===== src/rtl/intr_ctrl_mv_if.sv =====
// Register-bus and message-handshake bundle for the multi-vector interrupt controller.
// The slave modport is the controller's view. The master modport is the view of the
// register host, the cause sources and the message engine.
interface intr_ctrl_mv_if #(
  parameter int SRC_W = 32,
  parameter int N_VEC = 4,
  parameter int ITR_W = 16
);
  localparam int VI_W  = (N_VEC > 1) ? $clog2(N_VEC) : 1;
  localparam int IDX_W = (SRC_W > 1) ? $clog2(SRC_W) : 1;

  logic [SRC_W-1:0] src_req_i;
  logic [SRC_W-1:0] ICR;
  logic             ICR_set;
  logic             ICR_get;
  logic [SRC_W-1:0] ICR_fb_o;
  logic [SRC_W-1:0] ICS;
  logic             ICS_set;
  logic [SRC_W-1:0] IMS;
  logic             IMS_set;
  logic [SRC_W-1:0] IMC;
  logic             IMC_set;
  logic [SRC_W-1:0] IMS_fb_o;
  logic             itr_wr;
  logic [VI_W-1:0]  itr_idx;
  logic [ITR_W-1:0] itr_val;
  logic             ivar_wr;
  logic [IDX_W-1:0] ivar_idx;
  logic [VI_W-1:0]  ivar_vec;
  logic [N_VEC-1:0] vec_req_o;
  logic [N_VEC-1:0] vec_ack_i;
  logic             intr_o;

  modport slave (
    input  src_req_i, ICR, ICR_set, ICR_get, ICS, ICS_set,
    input  IMS, IMS_set, IMC, IMC_set,
    input  itr_wr, itr_idx, itr_val, ivar_wr, ivar_idx, ivar_vec, vec_ack_i,
    output ICR_fb_o, IMS_fb_o, vec_req_o, intr_o
  );

  modport master (
    output src_req_i, ICR, ICR_set, ICR_get, ICS, ICS_set,
    output IMS, IMS_set, IMC, IMC_set,
    output itr_wr, itr_idx, itr_val, ivar_wr, ivar_idx, ivar_vec, vec_ack_i,
    input  ICR_fb_o, IMS_fb_o, vec_req_o, intr_o
  );
endinterface


===== src/rtl/intr_ctrl_mv.sv =====
// Multi-vector interrupt controller: latched causes (ICR/ICS), mask (IMS/IMC),
// cause-to-vector map, and a per-vector throttled req/ack handshake toward the
// MSI/MSI-X message engine. intr_o is the legacy INTx level.
module intr_ctrl_mv #(
  parameter int CLK_PERIOD_NS = 8,
  parameter int TICK_NS       = 256,
  parameter int SRC_W         = 32,
  parameter int N_VEC         = 4,
  parameter int ITR_W         = 16
) (
  input  logic          clk_i,
  input  logic          rst_i,
  intr_ctrl_mv_if.slave bus
);
  localparam int TICK_RAW = TICK_NS / CLK_PERIOD_NS;
  localparam int TICK_CYC = (TICK_RAW < 1) ? 1 : TICK_RAW;
  localparam int TCK_W    = (TICK_CYC > 1) ? $clog2(TICK_CYC) : 1;
  localparam int VI_W     = (N_VEC > 1) ? $clog2(N_VEC) : 1;
  localparam int IDX_W    = (SRC_W > 1) ? $clog2(SRC_W) : 1;

  localparam logic [1:0] ST_IDLE = 2'd0;
  localparam logic [1:0] ST_REQ  = 2'd1;
  localparam logic [1:0] ST_HOLD = 2'd2;

  logic [SRC_W-1:0] state_q, state_d;
  logic [SRC_W-1:0] mask_q, mask_d;
  logic [VI_W-1:0]  map_q [SRC_W];
  logic [VI_W-1:0]  map_d [SRC_W];
  logic [ITR_W-1:0] itr_q [N_VEC];
  logic [ITR_W-1:0] itr_d [N_VEC];
  logic [TCK_W-1:0] tick_cnt_q, tick_cnt_d;
  logic             tick;
  logic [N_VEC-1:0] pend;
  logic             vec_ok;
  wire  [N_VEC-1:0] req_w;

  // Cause latch and mask update; a live source always beats a same-cycle clear or read.
  always_comb begin
    if (bus.ICR_get)      state_d = '0;
    else if (bus.ICR_set) state_d = state_q & ~bus.ICR;
    else if (bus.ICS_set) state_d = state_q | bus.ICS;
    else                  state_d = state_q;
    state_d = state_d | bus.src_req_i;

    if (bus.IMS_set)      mask_d = mask_q | bus.IMS;
    else if (bus.IMC_set) mask_d = mask_q & ~bus.IMC;
    else                  mask_d = mask_q;
  end

  // Map and interval tables; out-of-range indices or vectors never match and are dropped.
  always_comb begin
    vec_ok = int'(bus.ivar_vec) < N_VEC;
    for (int b = 0; b < SRC_W; b++) begin
      map_d[b] = map_q[b];
      if (bus.ivar_wr && vec_ok && bus.ivar_idx == IDX_W'(b)) map_d[b] = bus.ivar_vec;
    end
    for (int v = 0; v < N_VEC; v++) begin
      itr_d[v] = itr_q[v];
      if (bus.itr_wr && bus.itr_idx == VI_W'(v)) itr_d[v] = bus.itr_val;
    end
  end

  // Free-running throttle tick, one cycle wide every TICK_CYC cycles.
  always_comb begin
    tick       = (tick_cnt_q == TCK_W'(TICK_CYC - 1));
    tick_cnt_d = tick ? '0 : tick_cnt_q + 1'b1;
  end

  // Pending per vector: any unmasked active cause mapped to that vector.
  always_comb begin
    pend = '0;
    for (int v = 0; v < N_VEC; v++) begin
      for (int b = 0; b < SRC_W; b++) begin
        if (state_q[b] && mask_q[b] && map_q[b] == VI_W'(v)) pend[v] = 1'b1;
      end
    end
  end

  // Shared register state, asynchronously cleared.
  always_ff @(posedge clk_i or posedge rst_i) begin
    if (rst_i) begin
      state_q    <= '0;
      mask_q     <= '0;
      tick_cnt_q <= '0;
      for (int b = 0; b < SRC_W; b++) map_q[b] <= '0;
      for (int v = 0; v < N_VEC; v++) itr_q[v] <= '0;
    end else begin
      state_q    <= state_d;
      mask_q     <= mask_d;
      tick_cnt_q <= tick_cnt_d;
      for (int b = 0; b < SRC_W; b++) map_q[b] <= map_d[b];
      for (int v = 0; v < N_VEC; v++) itr_q[v] <= itr_d[v];
    end
  end

  genvar gi;
  generate
    for (gi = 0; gi < N_VEC; gi++) begin : g_vec
      logic [1:0]       fsm_q, fsm_d;
      logic [ITR_W-1:0] cnt_q, cnt_d;

      // Request/throttle sequencing; an ack in REQ beats a same-cycle withdrawal.
      always_comb begin
        fsm_d = fsm_q;
        cnt_d = cnt_q;
        case (fsm_q)
          ST_IDLE: if (pend[gi]) fsm_d = ST_REQ;
          ST_REQ: begin
            if (bus.vec_ack_i[gi]) begin
              if (itr_q[gi] == '0) begin
                fsm_d = ST_IDLE;
              end else begin
                fsm_d = ST_HOLD;
                cnt_d = itr_q[gi];
              end
            end else if (!pend[gi]) begin
              fsm_d = ST_IDLE;
            end
          end
          ST_HOLD: begin
            if (tick) begin
              if (cnt_q <= ITR_W'(1)) fsm_d = ST_IDLE;
              else                    cnt_d = cnt_q - 1'b1;
            end
          end
          default: fsm_d = ST_IDLE;
        endcase
      end

      // Vector state, dropped asynchronously so an in-flight request disappears at once.
      always_ff @(posedge clk_i or posedge rst_i) begin
        if (rst_i) begin
          fsm_q <= ST_IDLE;
          cnt_q <= '0;
        end else begin
          fsm_q <= fsm_d;
          cnt_q <= cnt_d;
        end
      end

      assign req_w[gi] = (fsm_q == ST_REQ);
    end
  endgenerate

  assign bus.vec_req_o = req_w;
  assign bus.intr_o    = |req_w;
  assign bus.ICR_fb_o  = state_q;
  assign bus.IMS_fb_o  = mask_q;
endmodule


===== src/flat_wrapper.sv =====
// flat-port wrapper written by rule: the top's interface ports become plain ports
module intr_ctrl_mv_flat 
#(
  parameter int CLK_PERIOD_NS = 8,
  parameter int TICK_NS       = 256,
  parameter int SRC_W         = 32,
  parameter int N_VEC         = 4,
  parameter int ITR_W         = 16
)
  (clk_i, rst_i, bus_src_req_i, bus_ICR, bus_ICR_set, bus_ICR_get, bus_ICS, bus_ICS_set, bus_IMS, bus_IMS_set, bus_IMC, bus_IMC_set, bus_itr_wr, bus_itr_idx, bus_itr_val, bus_ivar_wr, bus_ivar_idx, bus_ivar_vec, bus_vec_ack_i, bus_ICR_fb_o, bus_IMS_fb_o, bus_vec_req_o, bus_intr_o);
  intr_ctrl_mv_if #(.SRC_W(SRC_W), .N_VEC(N_VEC), .ITR_W(ITR_W)) bus_i ();
  input  logic clk_i;
  input  logic rst_i;
  input wire logic [$bits(bus_i.src_req_i)-1:0] bus_src_req_i;
  input wire logic [$bits(bus_i.ICR)-1:0] bus_ICR;
  input wire logic [$bits(bus_i.ICR_set)-1:0] bus_ICR_set;
  input wire logic [$bits(bus_i.ICR_get)-1:0] bus_ICR_get;
  input wire logic [$bits(bus_i.ICS)-1:0] bus_ICS;
  input wire logic [$bits(bus_i.ICS_set)-1:0] bus_ICS_set;
  input wire logic [$bits(bus_i.IMS)-1:0] bus_IMS;
  input wire logic [$bits(bus_i.IMS_set)-1:0] bus_IMS_set;
  input wire logic [$bits(bus_i.IMC)-1:0] bus_IMC;
  input wire logic [$bits(bus_i.IMC_set)-1:0] bus_IMC_set;
  input wire logic [$bits(bus_i.itr_wr)-1:0] bus_itr_wr;
  input wire logic [$bits(bus_i.itr_idx)-1:0] bus_itr_idx;
  input wire logic [$bits(bus_i.itr_val)-1:0] bus_itr_val;
  input wire logic [$bits(bus_i.ivar_wr)-1:0] bus_ivar_wr;
  input wire logic [$bits(bus_i.ivar_idx)-1:0] bus_ivar_idx;
  input wire logic [$bits(bus_i.ivar_vec)-1:0] bus_ivar_vec;
  input wire logic [$bits(bus_i.vec_ack_i)-1:0] bus_vec_ack_i;
  output wire logic [$bits(bus_i.ICR_fb_o)-1:0] bus_ICR_fb_o;
  output wire logic [$bits(bus_i.IMS_fb_o)-1:0] bus_IMS_fb_o;
  output wire logic [$bits(bus_i.vec_req_o)-1:0] bus_vec_req_o;
  output wire logic [$bits(bus_i.intr_o)-1:0] bus_intr_o;
  assign bus_i.src_req_i = bus_src_req_i;
  assign bus_i.ICR = bus_ICR;
  assign bus_i.ICR_set = bus_ICR_set;
  assign bus_i.ICR_get = bus_ICR_get;
  assign bus_i.ICS = bus_ICS;
  assign bus_i.ICS_set = bus_ICS_set;
  assign bus_i.IMS = bus_IMS;
  assign bus_i.IMS_set = bus_IMS_set;
  assign bus_i.IMC = bus_IMC;
  assign bus_i.IMC_set = bus_IMC_set;
  assign bus_i.itr_wr = bus_itr_wr;
  assign bus_i.itr_idx = bus_itr_idx;
  assign bus_i.itr_val = bus_itr_val;
  assign bus_i.ivar_wr = bus_ivar_wr;
  assign bus_i.ivar_idx = bus_ivar_idx;
  assign bus_i.ivar_vec = bus_ivar_vec;
  assign bus_i.vec_ack_i = bus_vec_ack_i;
  assign bus_ICR_fb_o = bus_i.ICR_fb_o;
  assign bus_IMS_fb_o = bus_i.IMS_fb_o;
  assign bus_vec_req_o = bus_i.vec_req_o;
  assign bus_intr_o = bus_i.intr_o;
  intr_ctrl_mv #(.CLK_PERIOD_NS(CLK_PERIOD_NS), .TICK_NS(TICK_NS), .SRC_W(SRC_W), .N_VEC(N_VEC), .ITR_W(ITR_W)) u_core (.clk_i(clk_i), .rst_i(rst_i), .bus(bus_i));
endmodule

===== config.mk =====
export PLATFORM = sky130hd
export DESIGN_NAME = intr_ctrl_mv_flat
export DESIGN_NICKNAME = d
export VERILOG_FILES = /design/src/rtl/intr_ctrl_mv_if.sv /design/src/rtl/intr_ctrl_mv.sv /design/src/flat_wrapper.sv
export SDC_FILE = /design/constraint.sdc
export NUM_CORES = 1
export LEC_CHECK = 0
export ABC_AREA = 1
export CAP_MARGIN = 20
export CELL_PAD_IN_SITES_DETAIL_PLACEMENT = 0
export CELL_PAD_IN_SITES_GLOBAL_PLACEMENT = 1
export CORE_MARGIN = 2
export CORE_UTILIZATION = 42
export DETAILED_ROUTE_END_ITERATION = 8
export PLACE_DENSITY = 0.91
export SYNTH_ARGS = -nofsm -noshare
export SYNTH_HDL_FRONTEND = slang
export SYNTH_SLANG_ARGS = --single-unit

===== constraint.sdc =====
create_clock -name clk_i -period 15.2 [get_ports clk_i]
set_input_delay 3.8 -clock clk_i [delete_from_list [all_inputs] [get_ports clk_i]]
set_output_delay 3.8 -clock clk_i [all_outputs]
set_load 0.01 [all_outputs]

==> impl_metrics.yaml <==
run_status:
  status: "finished, final reports clean"
logic_synthesis:
  ys_types: 44
  ys_seq_area_frac: 0.448
  ys_async_sr_fraction: 1.00
  synth-edff-count: 0
  synth-main-ff-cell: "dfrtp_1"
  postSynthCellCount: 2072
  ys_warn_count: 0
  synth.avg_cell_area_sq_um: 7.25
  ys_ff_latch: 269
  synth_nets: 2280
  netlist_area_sq_mm: 0.0150
grt:
  grt-ovfl-total: 0
  grt_start_max_net_pins: 91
  gr-usage-all-layers: 0.238
  grt_pass1_wl_um: 70400
  grt_pass1_vias: 13900
  antenna_found_initial: 0
clocking:
  worstSkewPairLatency_ps: 570
  cts_root_buf: "clkbuf_16"
  hold_buffers: 0
  cts.sinks: 269
  cts_buffer_depth: 3
  post_cts_buffers: 0
  clkTransAtPathRegs_ps: 60
  htree_levels: 1
  cts_tree: "yes"
  cts-resized-gates: 0
  cts_made_buffers: 30
sta:
  skew_ps: 25.1
  rsz0062_at_grt: "no"
  finalHoldViolCount: 0
  drv_slew: 0
  fin_crit_ps: 5970
  period_share: 0.393
  slew_headroom: 0.321
  tns_ps: 0
  setup_slack_ps: 9230
  setup_violations: 0
  max_freq_mhz: 167
  tightest_slew_ps: 1020
worst_setup_path:
  cpPeakStageDelay_ps: 600
  critPathArrivalTime_ps: 2170
  cp_slowest_cell: "clkdlybuf4s50_1"
  crit_fanout: 4
  critPathKind: "reg -> out"
  critPathLaunch: "u_core.g_vec[0].fsm_q[1]$_DFFE_PP0P_"
  critPathTopFamily: "buffers and inverters"
  reg2reg_from: "u_core.tick_cnt_q[0]$_DFF_PP0_"
  cp.depth: 4
  crit_buf_inv: 2
  worst_r2r_endpoint: "u_core.g_vec[3].cnt_q[15]$_DFFE_PP0P_"
  crit_chain: "nor2_2, inv_1, o2111ai_1, clkdlybuf4s50_1"
  crit_required_ps: 11400
  r2r_slack_ps: 12740
  end_kind: "output pin"
  reg2regPathDepth: 11
  startpoint_type: "register"
route:
  drt-initial-drc-count: 939
  vias: 14300
  wl_um: 44200
  detail_route.wl_per_cell_um: 15.7
  antenna_left: 0
  viasPerCell: 5.09
  dr.pass1.iters: 8
  drc: 0
floorplanning:
  dieArea_sq_mm: 0.0373
  placeableCoreArea_sq_mm: 0.0354
  die_w_um: 193
  io_pins: 267
  start_util: 0.425
  core.rowCount: 69
  die-height_um: 193
layout:
  final_cells: 2806
  nets: 2532
  area_growth_pct: 27.8
  register_area_sq_mm: 0.00673
  multi_input_comb_area_sq_mm: 0.00707
  fill_cells: 3402
  drive_above_1_share: 0.0584
  layout_commonest_cell: "nand2_1"
  layout_common_cells: "622 x nand2_1, 269 x dfrtp_1, 266 x clkdlybuf4s50_1"
  antenna_cells: 0
place:
  portBuffers: 266
  dp_hpwl_um: 33200
  pre_cts_slack_ps: 9300
  place_inst: 2749
  place.gp.congestion: 0.846
job:
  cap_violations: 0
power:
  p_leak_uw: 0.00932
  peakVddDrop_uv: 84.8
  p_per_area_mw_per_mm2: 136
hold_path:
  hp-start: "u_core.tick_cnt_q[0]$_DFF_PP0_"
  hp-class: "reg -> reg"
  holdPathStages: 1
  hold_end: "u_core.tick_cnt_q[0]$_DFF_PP0_"
-- synth_stat cells (8+ instances only) --
library cell  instances  area share
dfrtp_1             269        0.45
o31ai_1              33       0.016
a21oi_1              74       0.025
nand4_1              27       0.011
nand2_1             622        0.16
clkbuf_1             46       0.011
inv_2                10      0.0025
a22o_1               32       0.019
nor2_1              213       0.053
xor2_1               10      0.0058
o21ai_1              14      0.0047
o21ai_0             186       0.062
nor2_2               14      0.0058
nand3_1             170       0.057
xnor2_1               8      0.0047
ha_1                 10      0.0083
o21ai_2              22       0.013
inv_1               244       0.061
-- power breakdown --
group          total [uW]  switching (uW)  internal (uW)
registers            1010             156            857
clock network         772             301            470
logic                 832             497            335
-- cells by family (layout without fill, tap and decap cells) --
kind of cell	after synthesis	in the layout	synth area share
and+or+nand+nor	1093	1093	0.308
AOI/OAI and AO/OA	369	369	0.143
buffers and inverters	313	586	0.0819
DFF	269	269	0.448
xor gates and xnor gates	18	18	0.0105
adders and majority gates	10	10	0.00832
-- metrics by stage --
step                power (uW)  utilization  hold WS (ps)  cell area (sq um)
finish                    2620        0.543           480              19200
global route              2800        0.543           493              19200
detailed placement        1850        0.510           473              18100
CTS                       2630        0.540           478              19100
global placement          1830        0.510           458              18100
floorplan                 1570            -           433              15000
-- layout make-up --
| type | count | share of cell area |
|---|---|---|
| multi-input combinational | 1490 | 0.368 |
| sequential | 269 | 0.350 |
| timing repair buffer | 278 | 0.146 |
| inverter | 255 | 0.0502 |
| clock buffer | 38 | 0.0432 |
| tap | 461 | 0.0300 |
| clock inverter | 15 | 0.0117 |
-- flip-flops by register name, summed over array words and instances (netlist names) --
| register | flops |
|---|---|
| u_core.tick_cnt_q | 5 |
| u_core.g_vec.fsm_q | 8 |
| u_core.bus.IMS_fb_o | 32 |
| u_core.map_q | 64 |
| u_core.itr_q | 64 |
| u_core.g_vec.cnt_q | 64 |
| u_core.bus.ICR_fb_o | 32 |
-- worst max-delay path by stage --
stage                                                     end  slack (ps)
after floorplan              u_core.bus.ICR_fb_o[0]$_DFF_PP0_        3990
after global placement       u_core.bus.ICR_fb_o[4]$_DFF_PP0_        9370
after detailed placement  u_core.bus.IMS_fb_o[14]$_DFFE_PP0P_        9300
after CTS                                          bus_intr_o        9230
after global routing                               bus_intr_o        9160
final                                              bus_intr_o        9230
-- routing by layer --
layer / vias to the layer above / GRT usage / part of all wire
met2: 411 / 0.420 / 0.49
met1: 6610 / 0.300 / 0.42
li1: 7189 / - / -
met4: 0 / 0.0740 / 0.028
met3: 72 / 0.0351 / 0.058
met5: - / 0 / 0
Note: power is estimated with default switching activity, not from simulation.
